[config.mk]
export PLATFORM = sky130hd
export DESIGN_NAME = sw_debounce_flat
export DESIGN_NICKNAME = d
export VERILOG_FILES = /design/src/rtl/sw_debounce_if.sv /design/src/rtl/sw_debounce.sv /design/src/flat_wrapper.sv
export SDC_FILE = /design/constraint.sdc
export NUM_CORES = 1
export LEC_CHECK = 0
export CELL_PAD_IN_SITES_DETAIL_PLACEMENT = 1
export CELL_PAD_IN_SITES_GLOBAL_PLACEMENT = 1
export CORE_MARGIN = 2
export CORE_UTILIZATION = 35
export DETAILED_ROUTE_END_ITERATION = 12
export PLACE_DENSITY_LB_ADDON = 0.15
export REMOVE_ABC_BUFFERS = 1
export SETUP_SLACK_MARGIN = 0.05
export SLEW_MARGIN = 0
export SYNTH_ARGS = -nofsm -noshare
export SYNTH_HDL_FRONTEND = slang
export SYNTH_SLANG_ARGS = --single-unit
[constraint.sdc]
create_clock -name clk -period 2.5 [get_ports clk]
set_input_delay 0.5 -clock clk [delete_from_list [all_inputs] [get_ports clk]]
set_output_delay 0.5 -clock clk [all_outputs]
set_load 0.01 [all_outputs]
[src/rtl/sw_debounce_if.sv]
// Switch conditioning bundle: raw levels in, debounced levels and
// change pulses out.
interface sw_debounce_if #(
  parameter int WIDTH = 10
);
  logic [WIDTH-1:0] sw_raw;
  logic [WIDTH-1:0] sw_stable;
  logic [WIDTH-1:0] sw_rise;
  logic [WIDTH-1:0] sw_fall;
  logic             any_change;

  modport master (
    output sw_raw,
    input  sw_stable,
    input  sw_rise,
    input  sw_fall,
    input  any_change
  );

  modport slave (
    input  sw_raw,
    output sw_stable,
    output sw_rise,
    output sw_fall,
    output any_change
  );
endinterface

[src/rtl/sw_debounce.sv]
// Per-bit switch synchroniser and debouncer with optional tick
// prescaler; registered levels and one-cycle rise/fall pulses.
module sw_debounce #(
  parameter int WIDTH         = 10,
  parameter int STABLE_CYCLES = 1000,
  parameter int TICK_DIV      = 1
) (
  input  logic          clk,
  input  logic          rst,
  sw_debounce_if.slave  io
);

  localparam int CW = (STABLE_CYCLES > 1) ?
                      $clog2(STABLE_CYCLES) : 1;
  localparam int PW = (TICK_DIV > 1) ?
                      $clog2(TICK_DIV) : 1;
  localparam logic [CW-1:0] CMAX = CW'(STABLE_CYCLES - 1);

  logic [WIDTH-1:0] s0_q;
  logic [WIDTH-1:0] s1_q;
  logic [WIDTH-1:0] stable_q;
  logic [WIDTH-1:0] stable_d;
  logic [WIDTH-1:0] rise_q;
  logic [WIDTH-1:0] rise_d;
  logic [WIDTH-1:0] fall_q;
  logic [WIDTH-1:0] fall_d;
  logic [CW-1:0]    cnt_q [WIDTH];
  logic [CW-1:0]    cnt_d [WIDTH];
  logic             tick;

  generate
    if (TICK_DIV > 1) begin : g_div
      localparam logic [PW-1:0] PMAX = PW'(TICK_DIV - 1);
      logic [PW-1:0] pdiv_q;
      logic [PW-1:0] pdiv_d;

      assign tick   = (pdiv_q == PMAX);
      assign pdiv_d = tick ? '0 : pdiv_q + PW'(1);

      always_ff @(posedge clk or negedge rst) begin
        if (!rst) pdiv_q <= '0;
        else      pdiv_q <= pdiv_d;
      end
    end else begin : g_nodiv
      assign tick = 1'b1;
    end
  endgenerate

  // Any agreement with the accepted level restarts the count.
  always_comb begin
    stable_d = stable_q;
    rise_d   = '0;
    fall_d   = '0;
    for (int i = 0; i < WIDTH; i++) begin
      cnt_d[i] = cnt_q[i];
      if (s1_q[i] == stable_q[i]) begin
        cnt_d[i] = '0;
      end else if (tick) begin
        if (cnt_q[i] == CMAX) begin
          stable_d[i] = s1_q[i];
          cnt_d[i]    = '0;
          rise_d[i]   = s1_q[i];
          fall_d[i]   = ~s1_q[i];
        end else begin
          cnt_d[i] = cnt_q[i] + CW'(1);
        end
      end
    end
  end

  always_ff @(posedge clk or negedge rst) begin
    if (!rst) begin
      s0_q     <= '0;
      s1_q     <= '0;
      stable_q <= '0;
      rise_q   <= '0;
      fall_q   <= '0;
      for (int i = 0; i < WIDTH; i++) begin
        cnt_q[i] <= '0;
      end
    end else begin
      s0_q     <= io.sw_raw;
      s1_q     <= s0_q;
      stable_q <= stable_d;
      rise_q   <= rise_d;
      fall_q   <= fall_d;
      for (int i = 0; i < WIDTH; i++) begin
        cnt_q[i] <= cnt_d[i];
      end
    end
  end

  assign io.sw_stable  = stable_q;
  assign io.sw_rise    = rise_q;
  assign io.sw_fall    = fall_q;
  assign io.any_change = |(rise_q | fall_q);

endmodule

[src/flat_wrapper.sv]
// flat-port wrapper written by rule: the top's interface ports become plain ports
module sw_debounce_flat 
#(
  parameter int WIDTH         = 10,
  parameter int STABLE_CYCLES = 1000,
  parameter int TICK_DIV      = 1
)
  (clk, rst, io_sw_raw, io_sw_stable, io_sw_rise, io_sw_fall, io_any_change);
  sw_debounce_if #(.WIDTH(WIDTH)) io_i ();
  input  logic clk;
  input  logic rst;
  input wire logic [$bits(io_i.sw_raw)-1:0] io_sw_raw;
  output wire logic [$bits(io_i.sw_stable)-1:0] io_sw_stable;
  output wire logic [$bits(io_i.sw_rise)-1:0] io_sw_rise;
  output wire logic [$bits(io_i.sw_fall)-1:0] io_sw_fall;
  output wire logic [$bits(io_i.any_change)-1:0] io_any_change;
  assign io_i.sw_raw = io_sw_raw;
  assign io_sw_stable = io_i.sw_stable;
  assign io_sw_rise = io_i.sw_rise;
  assign io_sw_fall = io_i.sw_fall;
  assign io_any_change = io_i.any_change;
  sw_debounce #(.WIDTH(WIDTH), .STABLE_CYCLES(STABLE_CYCLES), .TICK_DIV(TICK_DIV)) u_core (.clk(clk), .rst(rst), .io(io_i));
endmodule
==> results of run 1 <==
worst register-to-register path: stages (launching register included):
cell and delay (ns):
dfrtp_1 0.40, ha_1 0.25, nand4_1 0.16, or3_4 0.43, nor3b_1 0.40
cell usage in the layout, fill, tap and decap left out, types with 11 or more instances in the layout:
| master | n |
|---|---|
| o21ai_0 | 17 |
| clkdlybuf4s50_1 | 40 |
| nor2_1 | 117 |
| nor3b_1 | 23 |
| xor2_1 | 28 |
| nand3_1 | 38 |
| and3_1 | 16 |
| nor3_1 | 14 |
| nand2_1 | 38 |
| xnor2_1 | 46 |
| dfrtp_1 | 150 |
| a21oi_1 | 11 |
| clkbuf_16 | 17 |
| nand4_1 | 14 |
logic make-up after synthesis:
family	count (synthesis)	share of synthesized area
simple gates	291	0.227
flops	150	0.587
xor+xnor	74	0.101
compound gates	44	0.0417
mux	10	0.0182
fa+ha+maj	10	0.0196
buf+inv	9	0.00528
layout make-up:
type / count / area (um^2)
clock inverters: 8 / 168
flip-flops and latches: 150 / 3750
multi-input cells: 429 / 2630
well taps: 229 / 287
clock buffers: 23 / 498
repair buffers: 46 / 475
inverters: 9 / 33.8
fillers: 1985 / 10100
power by group through the flow:
stage | Clock [mW] | Combinational (mW) | Sequential, mW
floorplan | 0 | 0.0833 | 2.57
global placement | 0 | 0.185 | 2.58
detailed placement | 0 | 0.190 | 2.58
CTS | 2.95 | 0.193 | 2.54
global route | 3.06 | 0.215 | 2.55
finish | 2.87 | 0.183 | 2.54
through the flow:
stage,hold slack (ns),power [mW]
3_5_place_dp,0.336,2.77
5_1_grt,0.0230,5.83
4_1_cts,0.0145,5.69
3_3_place_gp,0.333,2.76
6_report,0.00941,5.59
2_1_floorplan,0.204,2.65
state kept, by name, indices dropped and copies added (netlist names):
name and flops:
u_core.s0_q 10, u_core.io.sw_rise 10, u_core.cnt_q 100, u_core.s1_q 10
u_core.io.sw_fall 10, u_core.io.sw_stable 10
repair_timing:
item,4_1_cts,5_1_grt
hold buffers,0,0
endpoints found under the setup margin,1,0
resized for setup,4,0
hold endpoints to repair,0,0
layer usage:
| layer | vias up | part of all wire |
|---|---|---|
| met2 | 51 | 0.49 |
| met3 | 25 | 0.043 |
| li1 | 2161 | - |
| met1 | 2290 | 0.44 |
| met5 | - | 0 |
| met4 | 0 | 0.026 |
path summary, 6_finish.rpt:
check	startpoint	end	slack [ns]	depth (start not counted)
setup / recovery	u_core.io.sw_rise[7]$_DFF_PN0_	io_any_change	0.28	4
hold / removal	rst	u_core.cnt_q[97]$_DFF_PN0_	0.009	1
setup reg to reg	u_core.cnt_q[20]$_DFF_PN0_	u_core.io.sw_rise[7]$_DFF_PN0_	0.72	4
hold reg to reg	u_core.s0_q[7]$_DFF_PN0_	u_core.s1_q[7]$_DFF_PN0_	0.34	0
max in group asynchronous	rst	u_core.io.sw_fall[8]$_DFF_PN0_	1.85	2
min in group clk	u_core.s0_q[7]$_DFF_PN0_	u_core.s1_q[7]$_DFF_PN0_	0.34	0
==> run_results.csv, run 1 <==
group,metric,value,unit
status,outcome,"finished, final reports clean",
timing,slew_viol_final,0,
clocking,cts_tree,"built",
yosys,yosysSeqAreaShare,0.587,
timing,max_freq,451,MHz
placement,dp.cells,863,
yosys,synth_area,6390,um^2
floorplanning,dieHeight,139,um
clocking,post_cts_buffers,0,
pwr,power_leakage,3.45,nW
grt,use_met2,0.266,
yosys,ys_ff_latch,150,
clocking,cts_made_buffers,17,
yosys,synth_commonest_cells,"dfrtp_1, nor2_1, xnor2_1",
pwr,pwr-share-seq,0.454,
floorplanning,die_x,139,um
critical_path,crit_family,"simple AND/OR/NAND/NOR gates",
yosys,synth-async-reset-ratio,1.00,
routing,vias,4527,
timing,setup_ws,0.281,ns
finish,fin_nets,675,
yosys,synth_cells,588,
routing,firstDrtPassIters,4,
critical_path,cp-start-kind,"flip-flop",
clocking,cts_num_sinks,150,
critical_path,critPathRequiredTime,2.00,ns
yosys,synth_edf_count,0,
pwr,internal_power,4.45,mW
yosys,ys_warn_count,0,
floorplanning,start_util,0.356,
grt,grt_pass1_vias,4816,
grt,grt-ovfl-total,0,
placement,io_buffers,42,
yosys,syn_area_per_cell,10.9,um^2
yosys,synth_most_common_cell,"dfrtp_1",
grt,antenna_found_initial,0,
hold_path,hold_class,"in2async",
clocking,htreeDepth,4,
pwr,pwr-share-clk,0.513,
timing,relSlewSlack,0.685,
yosys,synth.area.top_cells,"dfrtp_1, nor2_1, xnor2_1, xor2_1, nand3_1",
placement,dpl-instance-area,7160,um^2
critical_path,cp.arrival,1.72,ns
critical_path,critical_path_class,"reg2out",
grt,top_usage_layer,"met2",
timing,worst_slew_pin_slew,0.472,ns
pwr,p_sw,1.14,mW
placement,gp_congestion,0.806,
finish,drive_gt1_frac,0.0797,
timing,setup-tns-final,0,ns
finish,antenna_cells,0,
grt,track_usage,0.161,
critical_path,cp_max_fo,2,
job,maxCapViolCount,0,
routing,wl_per_cell,16.0,um
floorplanning,rows,49,
finish,final_util,0.437,
placement,dp_hpwl,10000,um
pwr,power_density,713,nW/um^2
finish,final_area,7840,um^2
critical_path,cpMaxStageDelayCell,"dfrtp_1",
grt,grt.met3_usage,0.0466,
yosys,synth_top_area_share,0.587,
timing,report.final.hold_viol_count,0,
timing,finalCritPeriodShare,0.888,
clocking,clk_pin_slew,0.06,ns
grt,grt_pass1_wl,24700,um
routing,ant_nets,0,
yosys,ys.flop_type,"dfrtp_1",
pwr,combPwrFrac,0.033,
clocking,clockRootBuffer,"clkbuf_16",
grt,global_route.usage.met1,0.197,
clocking,worstSkewPairLatency,0.43,ns
yosys,synth_top_area_cell,"dfrtp_1",
timing,finalSetupViolations,0,
grt,grt_max_degree,47,
timing,clock_skew,0.00716,ns
finish,stdcell_count,894,
routing,avgViaCountPerCell,5.06,
timing,period_minus_slack,2.22,ns
pwr,ir_worst_vdd,0.000489,V
floorplanning,dieArea,19400,um^2
clocking,clk_path_buf_depth,2,
yosys,synth_cell_types,34,
pwr,swShare,0.204,
critical_path,cp_cell_sequence,"nor4_4, and3_4, nand3_1, dlygate4sd2_1",
critical_path,path_buf_inv,1,
floorplanning,core,18000,um^2
critical_path,end_kind,"primary output",
critical_path,slowest_delay,0.40,ns
timing,grt_setup_unrepaired,"no",
routing,wl,14300,um
placement,place_ws,0.371,ns
finish,syn_to_final_growth,22.6,%
routing,drcViolationCount,0,
routing,drt_iter0_drc,227,
floorplanning,boundaryPins,43,
Note: power is estimated with default switching activity, not from simulation.
==> inputs of run 2 (changes only) <==
CAP_MARGIN = 20   (was default)
==> results of run 2 <==
No change in the layout: final DEF, timing and power equal those of run 1.
